File: src/rtl/axi_lite_pkg.sv
// Shared definitions for the AXI4-Lite write arbiter.
// Contents:
//   - BRESP response codes
//   - 2-bit FSM state encoding
//   - per-byte strobe masking helper
package axi_lite_pkg;

  localparam logic [1:0] RESP_OKAY   = 2'b00;
  localparam logic [1:0] RESP_EXOKAY = 2'b01;
  localparam logic [1:0] RESP_SLVERR = 2'b10;
  localparam logic [1:0] RESP_DECERR = 2'b11;

  localparam logic [1:0] ST_IDLE = 2'b00;
  localparam logic [1:0] ST_ADDR = 2'b01;
  localparam logic [1:0] ST_RESP = 2'b10;

  // Returns the data byte when its strobe bit is set, otherwise zero.
  function automatic logic [7:0] mask_byte(input logic [7:0] data_byte, input logic strb_bit);
    return strb_bit ? data_byte : 8'h00;
  endfunction

endpackage

File: src/rtl/rr_arbiter_2.sv
// Two-way round-robin arbiter (purely combinational).
// Ports:
//   req        in  [1:0]  request vector
//   last_grant in         index of the requester served most recently
//   grant      out [1:0]  one-hot grant, zero when no request
//   grant_idx  out        index of the granted requester
module rr_arbiter_2 (
  input  logic [1:0] req,
  input  logic       last_grant,
  output logic [1:0] grant,
  output logic       grant_idx
);

  always_comb begin
    grant_idx = 1'b0;
    if (req == 2'b11) begin
      // Contention: the requester not served last time wins.
      grant_idx = ~last_grant;
    end else if (req[1]) begin
      grant_idx = 1'b1;
    end
    grant = '0;
    if (|req) begin
      grant = grant_idx ? 2'b10 : 2'b01;
    end
  end

endmodule

File: src/rtl/axi_lite_write_arbiter.sv
// Two-requester AXI4-Lite write controller. A round-robin arbiter picks a
// requester, its address/strobe-masked data/strobe are captured, then the AW
// and W channels are driven until both handshake, and the B response is
// returned to the winner.
// Ports:
//   ACLK, ARESETn              clock; synchronous active-high reset
//   req_valid/req_addr/
//   req_data/req_strb          packed per-requester request (slot 0 = low bits)
//   req_ready                  1-cycle pulse when a request is captured
//   req_done                   1-cycle pulse when its write response arrives
//   req_resp                   latched BRESP per requester
//   AW*/W*/B*                  AXI4-Lite write master channels
module axi_lite_write_arbiter
  import axi_lite_pkg::*;
#(
  parameter  int ADDR_W = 32,
  parameter  int DATA_W = 32,
  localparam int STRB_W = DATA_W / 8
) (
  input  logic                  ACLK,
  input  logic                  ARESETn,
  input  logic [1:0]            req_valid,
  input  logic [2*ADDR_W-1:0]   req_addr,
  input  logic [2*DATA_W-1:0]   req_data,
  input  logic [2*STRB_W-1:0]   req_strb,
  output logic [1:0]            req_ready,
  output logic [1:0]            req_done,
  output logic [3:0]            req_resp,
  output logic                  AWVALID,
  input  logic                  AWREADY,
  output logic [ADDR_W-1:0]     AWADDR,
  output logic                  WVALID,
  input  logic                  WREADY,
  output logic [DATA_W-1:0]     WDATA,
  output logic [STRB_W-1:0]     WSTRB,
  input  logic                  BVALID,
  output logic                  BREADY,
  input  logic [1:0]            BRESP
);

  logic [1:0]        state;
  logic              aw_done;
  logic              w_done;
  logic              last_grant;
  logic              cur;
  logic [1:0]        grant;
  logic              grant_idx;
  logic [ADDR_W-1:0] sel_addr;
  logic [DATA_W-1:0] sel_data;
  logic [STRB_W-1:0] sel_strb;
  logic [DATA_W-1:0] masked_data;
  logic              aw_next;
  logic              w_next;

  rr_arbiter_2 u_arb (
    .req        (req_valid),
    .last_grant (last_grant),
    .grant      (grant),
    .grant_idx  (grant_idx)
  );

  always_comb begin
    sel_addr = grant_idx ? req_addr[2*ADDR_W-1:ADDR_W] : req_addr[ADDR_W-1:0];
    sel_data = grant_idx ? req_data[2*DATA_W-1:DATA_W] : req_data[DATA_W-1:0];
    sel_strb = grant_idx ? req_strb[2*STRB_W-1:STRB_W] : req_strb[STRB_W-1:0];
  end

  always_comb begin
    masked_data = '0;
    for (int unsigned k = 0; k < STRB_W; k++) begin
      masked_data[8*k +: 8] = mask_byte(sel_data[8*k +: 8], sel_strb[k]);
    end
  end

  always_comb begin
    AWVALID = (state == ST_ADDR) && !aw_done;
    WVALID  = (state == ST_ADDR) && !w_done;
    BREADY  = (state == ST_RESP);
    // Include this cycle's handshakes so simultaneous completion moves on at once.
    aw_next = aw_done || (AWVALID && AWREADY);
    w_next  = w_done  || (WVALID && WREADY);
  end

  always_ff @(posedge ACLK) begin
    if (ARESETn) begin
      state      <= ST_IDLE;
      aw_done    <= 1'b0;
      w_done     <= 1'b0;
      last_grant <= 1'b1;
      cur        <= 1'b0;
      AWADDR     <= '0;
      WDATA      <= '0;
      WSTRB      <= '0;
      req_ready  <= '0;
      req_done   <= '0;
      req_resp   <= '0;
    end else begin
      req_ready <= '0;
      req_done  <= '0;
      case (state)
        ST_IDLE: begin
          if (|req_valid) begin
            cur       <= grant_idx;
            AWADDR    <= sel_addr;
            WDATA     <= masked_data;
            WSTRB     <= sel_strb;
            req_ready <= grant;
            state     <= ST_ADDR;
          end
        end
        ST_ADDR: begin
          if (aw_next && w_next) begin
            aw_done <= 1'b0;
            w_done  <= 1'b0;
            state   <= ST_RESP;
          end else begin
            aw_done <= aw_next;
            w_done  <= w_next;
          end
        end
        ST_RESP: begin
          if (BVALID) begin
            if (cur) begin
              req_resp[3:2] <= BRESP;
            end else begin
              req_resp[1:0] <= BRESP;
            end
            req_done[cur] <= 1'b1;
            last_grant    <= cur;
            state         <= ST_IDLE;
          end
        end
        default: state <= ST_IDLE;
      endcase
    end
  end

endmodule

File: config.mk
export PLATFORM = sky130hd
export DESIGN_NAME = axi_lite_write_arbiter
export DESIGN_NICKNAME = d
export VERILOG_FILES = /design/src/rtl/axi_lite_pkg.sv /design/src/rtl/rr_arbiter_2.sv /design/src/rtl/axi_lite_write_arbiter.sv
export SDC_FILE = /design/constraint.sdc
export NUM_CORES = 1
export LEC_CHECK = 0
export CAP_MARGIN = 20
export CORE_AREA = 8 8 105 107
export DETAILED_ROUTE_END_ITERATION = 6
export DIE_AREA = 0 0 113 115
export PLACE_DENSITY = 0.92
export SLEW_MARGIN = 20
export SYNTH_ARGS = -nofsm -noshare
export SYNTH_HDL_FRONTEND = slang
export SYNTH_SLANG_ARGS = --single-unit
File: constraint.sdc
create_clock -name ACLK -period 3 [get_ports ACLK]
set_input_delay 0.3 -clock ACLK [delete_from_list [all_inputs] [get_ports ACLK]]
set_output_delay 0.3 -clock ACLK [all_outputs]
set_load 0.05 [all_outputs]
---- Word-level counts from Yosys, hierarchy flattened ----
Cells that the tools add are included.
word-level totals
  register bits after elaboration ......... 82
  word-level logic and storage cells ...... 63
  bits of input ports ..................... 145
  output and inout port bits .............. 79
cells by class
  reductions and logical operators ........ 19
  equal/unequal tests ..................... 6
  order comparisons ....................... 2
  bitwise logic cells ..................... 6
  muxes and demuxes ....................... 18
operators with widths
  kind                                                       number
  2-to-1 mux 32 bit                                          2
  2-to-1 mux 8 bit                                           4
  AND reduction 3 bit                                        3
  2-to-1 mux 2 bit                                           4
  logical AND 1 bit                                          6
  NOT 1 bit                                                  6
  one-hot mux 2 bit (3 select lines)                         1
  OR reduction 3 bit                                         2
  2-to-1 mux 1 bit                                           5
  == test 2 bit (second input constant)                      2
  2-to-1 mux 4 bit                                           1
  inequality test 2 bit (second input constant)              2
  AND reduction 2 bit                                        2
  == test 2 x 1 -> 1 bit (second input constant)             1
  logical NOT 1 bit                                          2
  logical NOT 2 bit                                          1
  logical OR 1 bit                                           2
  < comparator 1 x 2 -> 1 bit (second input constant)        1
  inequality test 2 x 1 -> 1 bit (second input constant)     1
  OR reduction 2 bit                                         1
  demux 1 bit (select 1 bit)                                 1
  greater-or-equal comparator 1 bit (second input constant)  1

---- Logic depth before layout (Yosys ltp) ----
Gate-level depths: netlist (run 1).
  word-level depth ........................ 7
  mapped depth ............................ 7
  depth with buffers taken out ............ 4

---- By module ----
Synthesis (run 1) repeated with hierarchy kept, for this count alone.
unflattened totals
  cells, all modules ...................... 378
  area, all modules ....................... 3812.4 µm²
modules (own cells, without submodules)
  module                  cells an instance  times used  area each (µm²)  sequential area each (µm²)
  axi_lite_write_arbiter  374                1           3786.1           1641.6
  rr_arbiter_2            4                  1           26.3             0.0

---- Worst setup path before layout (run 1) ----
Ideal clock, no wire load.
  path kind ............................... reg2reg
  from .................................... reg state[1]
  to ...................................... reg req_resp[2]
  data arrival time ....................... 1.766 ns
  buffers on the path ..................... 0
  setup time .............................. 0.128 ns
  period minus slack after synthesis ...... 1.894 ns
  data required time ...................... 2.872 ns
  stages on the path, launching flop included .. 5
  setup slack ............................. 1.106 ns
  cell sequence ........................... dfxtp_1 > nor2b_1 > nand3_1 > mux2i_1 > nor2_1
between the ends
  longest elaborated chain between the ends .. 2
RTL lines
  what                                  RTL line                       RTL
  from (decl)                           axi_lite_write_arbiter.sv:41   logic [1:0] state;
  from (signal assigned)                axi_lite_write_arbiter.sv:86   state <= ST_IDLE;
  from (signal assigned)                axi_lite_write_arbiter.sv:108  state <= ST_ADDR;
  from (signal assigned)                axi_lite_write_arbiter.sv:115  state <= ST_RESP;
  == test 2 bit                         n/a
  via BREADY                            axi_lite_write_arbiter.sv:37   output logic BREADY,
  AND reduction 3 bit (no source line)  n/a
  to (signal assigned)                  axi_lite_write_arbiter.sv:96   req_resp <= '0;
  to (signal assigned)                  axi_lite_write_arbiter.sv:124  req_resp[3:2] <= BRESP;
  to (decl)                             axi_lite_write_arbiter.sv:28   output logic [3:0] req_resp,
The timed path passes the listed nets, and every way through them passes these cells.
A chain may end at the register's enable or synchronous reset.

---- Worst setup path in the final report (run 1) ----
  from .................................... reg state[1]
  to ...................................... out BREADY
between the ends
  longest elaborated chain between the ends .. 1
RTL lines
  what           RTL line                      RTL
  == test 2 bit  axi_lite_write_arbiter.sv:78  BREADY = (state == ST_RESP);
  to (decl)      axi_lite_write_arbiter.sv:37
Every way passes these cells.

==> out/qor.txt, run 1 <==
Drt drc - 0
WHS - 0.425 ns
RSZ-0062 raised after global routing - false
Global route overflow - 0
Final min period - 2.20 ns
Leakage - 0.00234 uW
Crit-path max cell delay - 0.85 ns
Final worst-path cycle share - 73.3%
Final Setup Violations - 0
Longest Clk Path Bufs - 2
Initial antenna violation count - 0
Clk root buf - clkbuf_8
Slew Viols, Final - 0
Vias in the first global route - 4048
Layout Area Growth over Synthesis - 63.9%
Syn_area_per_cell - 9.42 sq um
Worst skew pair latency - 0.35 ns
Yosys reg bits - 82
Num CTS Buffers - 9
Crit path kind - register to primary output
Die area - 13000 sq um
Initial DRC Count - 267
Post_cts resized - 0
Io pins - 224
Postcts setup bufs - 0
CP Cell Sequence - nor2b_1, clkdlybuf4s50_1
Final nets - 752
Setup TNS - 0 ns
Die Wd - 113 microns
CP required - 2.70 ns
Fill cell count - 759
Cells after synthesis - 399
Critical path buffer and inverter count - 1
CTS tree - done
Hold WC Path Type - input pin to register
Post-layout util - 65.1%
CP delay by family, top - buffers and inverters
Routability congestion estimate - 0.825
Relative slew slack - 48.7%
Synth Cell Area - 3760 sq um
Initial Util - 39.7%
First-pass GRT wire length - 20.5 mm
Total power draw - 3190 uW
Max Clock Freq - 0.455 GHz
Slew of the pin with the lowest slew margin - 0.768 ns
Detailed Place HPWL - 10.2 mm
Row count - 36
Clock transition at the registers of the reported paths - 0.08 ns
Post-DR vias/cell - 5.21
Worst path slowest cell - clkdlybuf4s50_1
Critical Path AT - 1.90 ns
GR Util All Layers - 19.8%
Post-Syn Nets - 544
Seq/Total Area, Yosys - 43.7%
Drt first pass iters - 4
Diodes inserted - 0
Clock Skew - 0.00528 ns
CTS H-tree depth - 3
Synth warn - 0
Share of layout cells above drive strength 1 - 10.8%
Maximum vdd drop - 0.000208 V
Synth cell types - 34
Largest net degree at the start of global routing - 54
Max Cap Viol - 0
WL per Instance - 18.2 microns
Die height - 115 microns
Critical path endpoint category - primary output
Critical path peak fanout - 6
Status - finished, final reports clean
Clock sink count - 82
Routed wire length - 13.2 mm
Post-route ant nets - 0
Pwr Density - 519 nW/um^2
Hold Violations, Final - 0
Port Buffers - 223
Core ar. - 9460 sq um
# hold bufs at CTS - 0
Routed via count - 3779
Worst setup SP type - register
[area by class of cell]
| type | instances | area (sq um) | share of cell area (%) |
|---|---|---|---|
| Clock buffer | 14 | 163 | 2.64 |
| Inverter | 3 | 11.3 | 0.183 |
| Clock inverter | 2 | 35.0 | 0.569 |
| Timing Repair Buffer | 230 | 2290 | 37.2 |
| Sequential cell | 82 | 1640 | 26.7 |
| Multi-Input combinational cell | 281 | 1870 | 30.4 |
| Tap cell | 114 | 143 | 2.32 |
[metrics by stage]
| step | std cells | cell area (sq um) | worst slack, ns |
|---|---|---|---|
| after floorplan | 399 | 3760 | 1.11 |
| after global placement | 710 | 5960 | 0.814 |
| after detailed placement | 710 | 5960 | 0.731 |
| after CTS | 726 | 6160 | 0.775 |
| after global routing | 726 | 6160 | 0.691 |
| final | 726 | 6160 | 0.802 |
[state kept, by name, summed over array words and instances (netlist names)]
register,flops
req_done,2
req_ready,2
last_grant,1
cur,1
AWADDR,32
req_resp,4
w_done,1
state,2
WSTRB,4
aw_done,1
WDATA,32
[cell families after synthesis]
| group | synth area share, % |
|---|---|
| muxes | 4.79 |
| DFF | 43.7 |
| buffers and inverters | 6.46 |
| and+or+nand+nor | 19.2 |
| AOI/OAI and AO/OA | 25.9 |
[cells in the final DEF, fill, tap and decap left out, types with 2 or more instances in the layout]
cell type	count
dfxtp_1	82
mux2i_1	18
o21ai_0	6
a311oi_1	7
nand2_2	2
a22oi_1	2
nor2b_1	2
buf_4	6
a21oi_1	8
a221o_1	8
clkbuf_8	11
nor2_1	63
inv_1	3
nand2_1	81
clkbuf_1	3
nor3_1	4
nand2b_1	2
a311oi_2	35
o2bb2ai_1	16
nand3_1	16
clkdlybuf4s50_1	222
[power by group]
part,internal (uW),switching [uW]
registers,1190,56.7
logic,462,660
clock network,431,396
total,2080,1110
[routing by layer]
metal  global-route usage, %  share of wire (%)  vias to the layer above
met5                       0                  0                        -
met4                    8.61                2.1                        0
met3                    8.46                 11                       19
met2                    32.7                 46                      186
met1                    22.0                 41                     1733
li1                        -                  -                     1841
[synthesized netlist by cell type (all sizes together)]
master	n	area, sq um
o21a	1	15.0
nand2b	2	12.5
a32o	2	21.3
inv	3	11.3
a311oi	42	587
nor3	4	20.0
mux2i	18	180
nand3	17	90.1
a22oi	2	15.0
a221o	8	80.1
a21oi	8	40.0
and4	1	8.76
o21ai	6	30.0
a21bo	1	10.0
nor2b	2	12.5
o2111ai	1	15.0
clkbuf	6	22.5
nand2	83	317
dfxtp	82	1640
buf	27	209
o2bb2ai	16	140
nand3b	1	7.51
a21boi	1	18.8
nor2	65	254
[final timing paths]
path	startpoint	to	slack (ns)	cells past startpoint
max reg2reg	state[1]	WDATA[11]	1.20	5
min	ARESETn	WSTRB[0]	0.42	2
max	state[1]	BREADY	0.80	2
min reg2reg	WDATA[25]	WDATA[25]	0.47	1
(Power assumes the default switching activity.)
==> run 2: changes to the inputs <==
CORE_AREA = 8 8 115 117   (was 8 8 105 107)
DIE_AREA = 0 0 123 125   (was 0 0 113 115)
PLACE_DENSITY = 0.81   (was 0.92)
clock period = 1.85 ns   (was 3 ns; I/O delays follow)
==> run 2 against run 1 <==
Against the previous run:
- utilization fell by 10 points
- die area rose by 18%
- design area rose by 3.5%
- highest routed layer unchanged
==> out/qor.txt, run 2 (synthesis results as in run 1) <==
Status - finished, final reports clean
Post-layout util - 54.9% (-10 points)
Crit path kind - register to primary output
Postcts setup bufs - 0 (unchanged)
Highest-count cells in the layout ignoring fill and taps - 218 x clkdlybuf4s50_1, 82 x dfxtp_1, 81 x nand2_1
Switching share of total power - 34.0% (-0.83 points)
Pwr Density - 879 nW/um^2 (+69%)
# hold bufs at CTS - 0 (unchanged)
Cell-internal power - 3700 uW (+78%)
Hold WC Path Type - input pin to register
Clock Skew - 0.00919 ns (+0.00391 ns)
Setup TNS - 0 ns (unchanged)
Worst path slowest cell - clkdlybuf4s50_1
Drt first pass iters - 4 (unchanged)
Worst skew pair latency - 0.33 ns (-0.02 ns)
Post-route ant nets - 0 (unchanged)
Global route overflow - 0 (unchanged)
Drt drc - 0 (unchanged)
CP required - 1.66 ns (-1.04 ns)
Post-DR vias/cell - 5.03 (-3.4%)
RSZ-0062 raised after global routing - false
Commonest non-fill, non-tap cell in the layout - clkdlybuf4s50_1
Cell Area, Placed - 6080 sq um (+2.0%)
Initial Util - 32.4% (-7.4 points)
Core ar. - 11600 sq um (+23%)
Psw - 1910 uW (+71%)
Vias in the first global route - 4157 (+2.7%)
R2r setup slk - 0.35 ns (-0.85 ns)
Post-route cell area - 6370 sq um (+3.5%)
Routability congestion estimate - 0.836 (+1.3%)
Reg area - 1640 sq um (unchanged)
Maximum vdd drop - 0.000412 V (+98%)
Final nets - 757 (+0.66%)
Share of layout cells above drive strength 1 - 12.8% (+2.0 points)
Final worst-path cycle share - 93.1%
Multi-input gate area - 1880 sq um (+0.13%)
Fill cell count - 1033 (+36%)
Part of the power in combinational logic - 33.1% (-2.0 points)
Initial DRC Count - 195 (-27%)
Max Cap Viol - 0 (unchanged)
Die area - 15400 sq um (+18%)
Worst setup SP type - register
Reg power frac - 36.1% (-2.9 points)
Leakage - 0.00243 uW (+3.8%)
Final min period - 1.72 ns
Biggest regs - AWADDR x32, WDATA x32
Port Buffers - 223 (unchanged)
Clock power share - 30.7% (+4.8 points)
Clock sink count - 82 (unchanged)
Max Clock Freq - 0.581 GHz
CP Cell Sequence - clkdlybuf4s50_1
CTS tree - done
CP delay by family, top - buffers and inverters
Io pins - 224 (unchanged)
Die Wd - 123 microns (+8.8%)
Slew of the pin with the lowest slew margin - 0.601 ns (-0.168 ns)
Critical path endpoint category - primary output
Critical path peak fanout - 2 (-4)
Layout Area Growth over Synthesis - 69.6%
Largest net degree at the start of global routing - 47 (-13%)
Num CTS Buffers - 9 (unchanged)
Routed wire length - 13.5 mm (+2.4%)
Row count - 40 (+11%)
Initial antenna violation count - 0 (unchanged)
Detailed Place HPWL - 10.6 mm (+3.2%)
Diodes inserted - 0 (unchanged)
Die height - 125 microns (+8.7%)
CTS H-tree depth - 3 (unchanged)
Crit-path max cell delay - 0.84 ns (about the same)
WL per Instance - 17.7 microns (-2.7%)
Setup ws final - 0.128 ns (-0.675 ns)
Setup WS pre-CTS - -0.0385 ns (-0.769 ns)
Post_cts resized - 0 (unchanged)
Clk root buf - clkbuf_16
Total power draw - 5600 uW (+75%)
Clock transition at the registers of the reported paths - 0.07 ns (about the same)
Hold Violations, Final - 0 (unchanged)
First-pass GRT wire length - 21.1 mm (+3.1%)
Final Setup Violations - 0 (unchanged)
Critical Path AT - 1.54 ns (-0.36 ns)
GR Util All Layers - 17.1% (-2.7 points)
Longest Clk Path Bufs - 2 (unchanged)
Relative slew slack - 60.0% (+11 points)
Routed via count - 3842 (+1.7%)
Slew Viols, Final - 0 (unchanged)
Critical path buffer and inverter count - 1 (unchanged)
run 2: changes by cell type in the layout (fill, tap and decap cells not counted), sizes merged:
cell / previous run / this run
clkinvlp: 0 / 2
clkbuf: 14 / 11
buf: 8 / 17
clkinv: 1 / 2
bufinv: 1 / 0
clkdlybuf4s50: 222 / 218
inv: 3 / 4
run 2: final timing paths:
kind         startpoint         to  cells after the start
max           WDATA[11]  WDATA[11]                      1
min             ARESETn   WSTRB[3]                      2
max reg2reg    state[1]   WDATA[3]                      5
min reg2reg   WDATA[30]  WDATA[30]                      1
run 2: power groups by stage:
stage	registers [uW]	logic [uW]	clock network [uW]
global route	2040	1960	1840
global placement	2050	1840	0
CTS	2030	1870	1770
detailed placement	2060	1870	0
finish	2020	1850	1720
floorplan	2580	590	0
run 2: stage by stage:
step	hold slack [ns]	std cells
floorplan	0.321	399
global placement	0.452	748
detailed placement	0.448	748
CTS	0.134	764
global route	0.152	764
finish	0.136	764
run 2: area by class of cell:
cell class	count	area share, %
tap	147	2.89
inverter	3	0.177
sequential	82	25.8
clock inverter	5	0.589
timing repair buffer	235	37.2
multi-input combinational	281	29.4
clock buffer	11	3.97
run 2: per-layer routing:
metal,vias up,part of all wire (%),GRT usage [%]
li1,1852,-,-
met1,1795,38,17.8
met2,174,48,29.7
met3,21,12,7.11
met4,0,2.0,6.95
met5,-,0,0
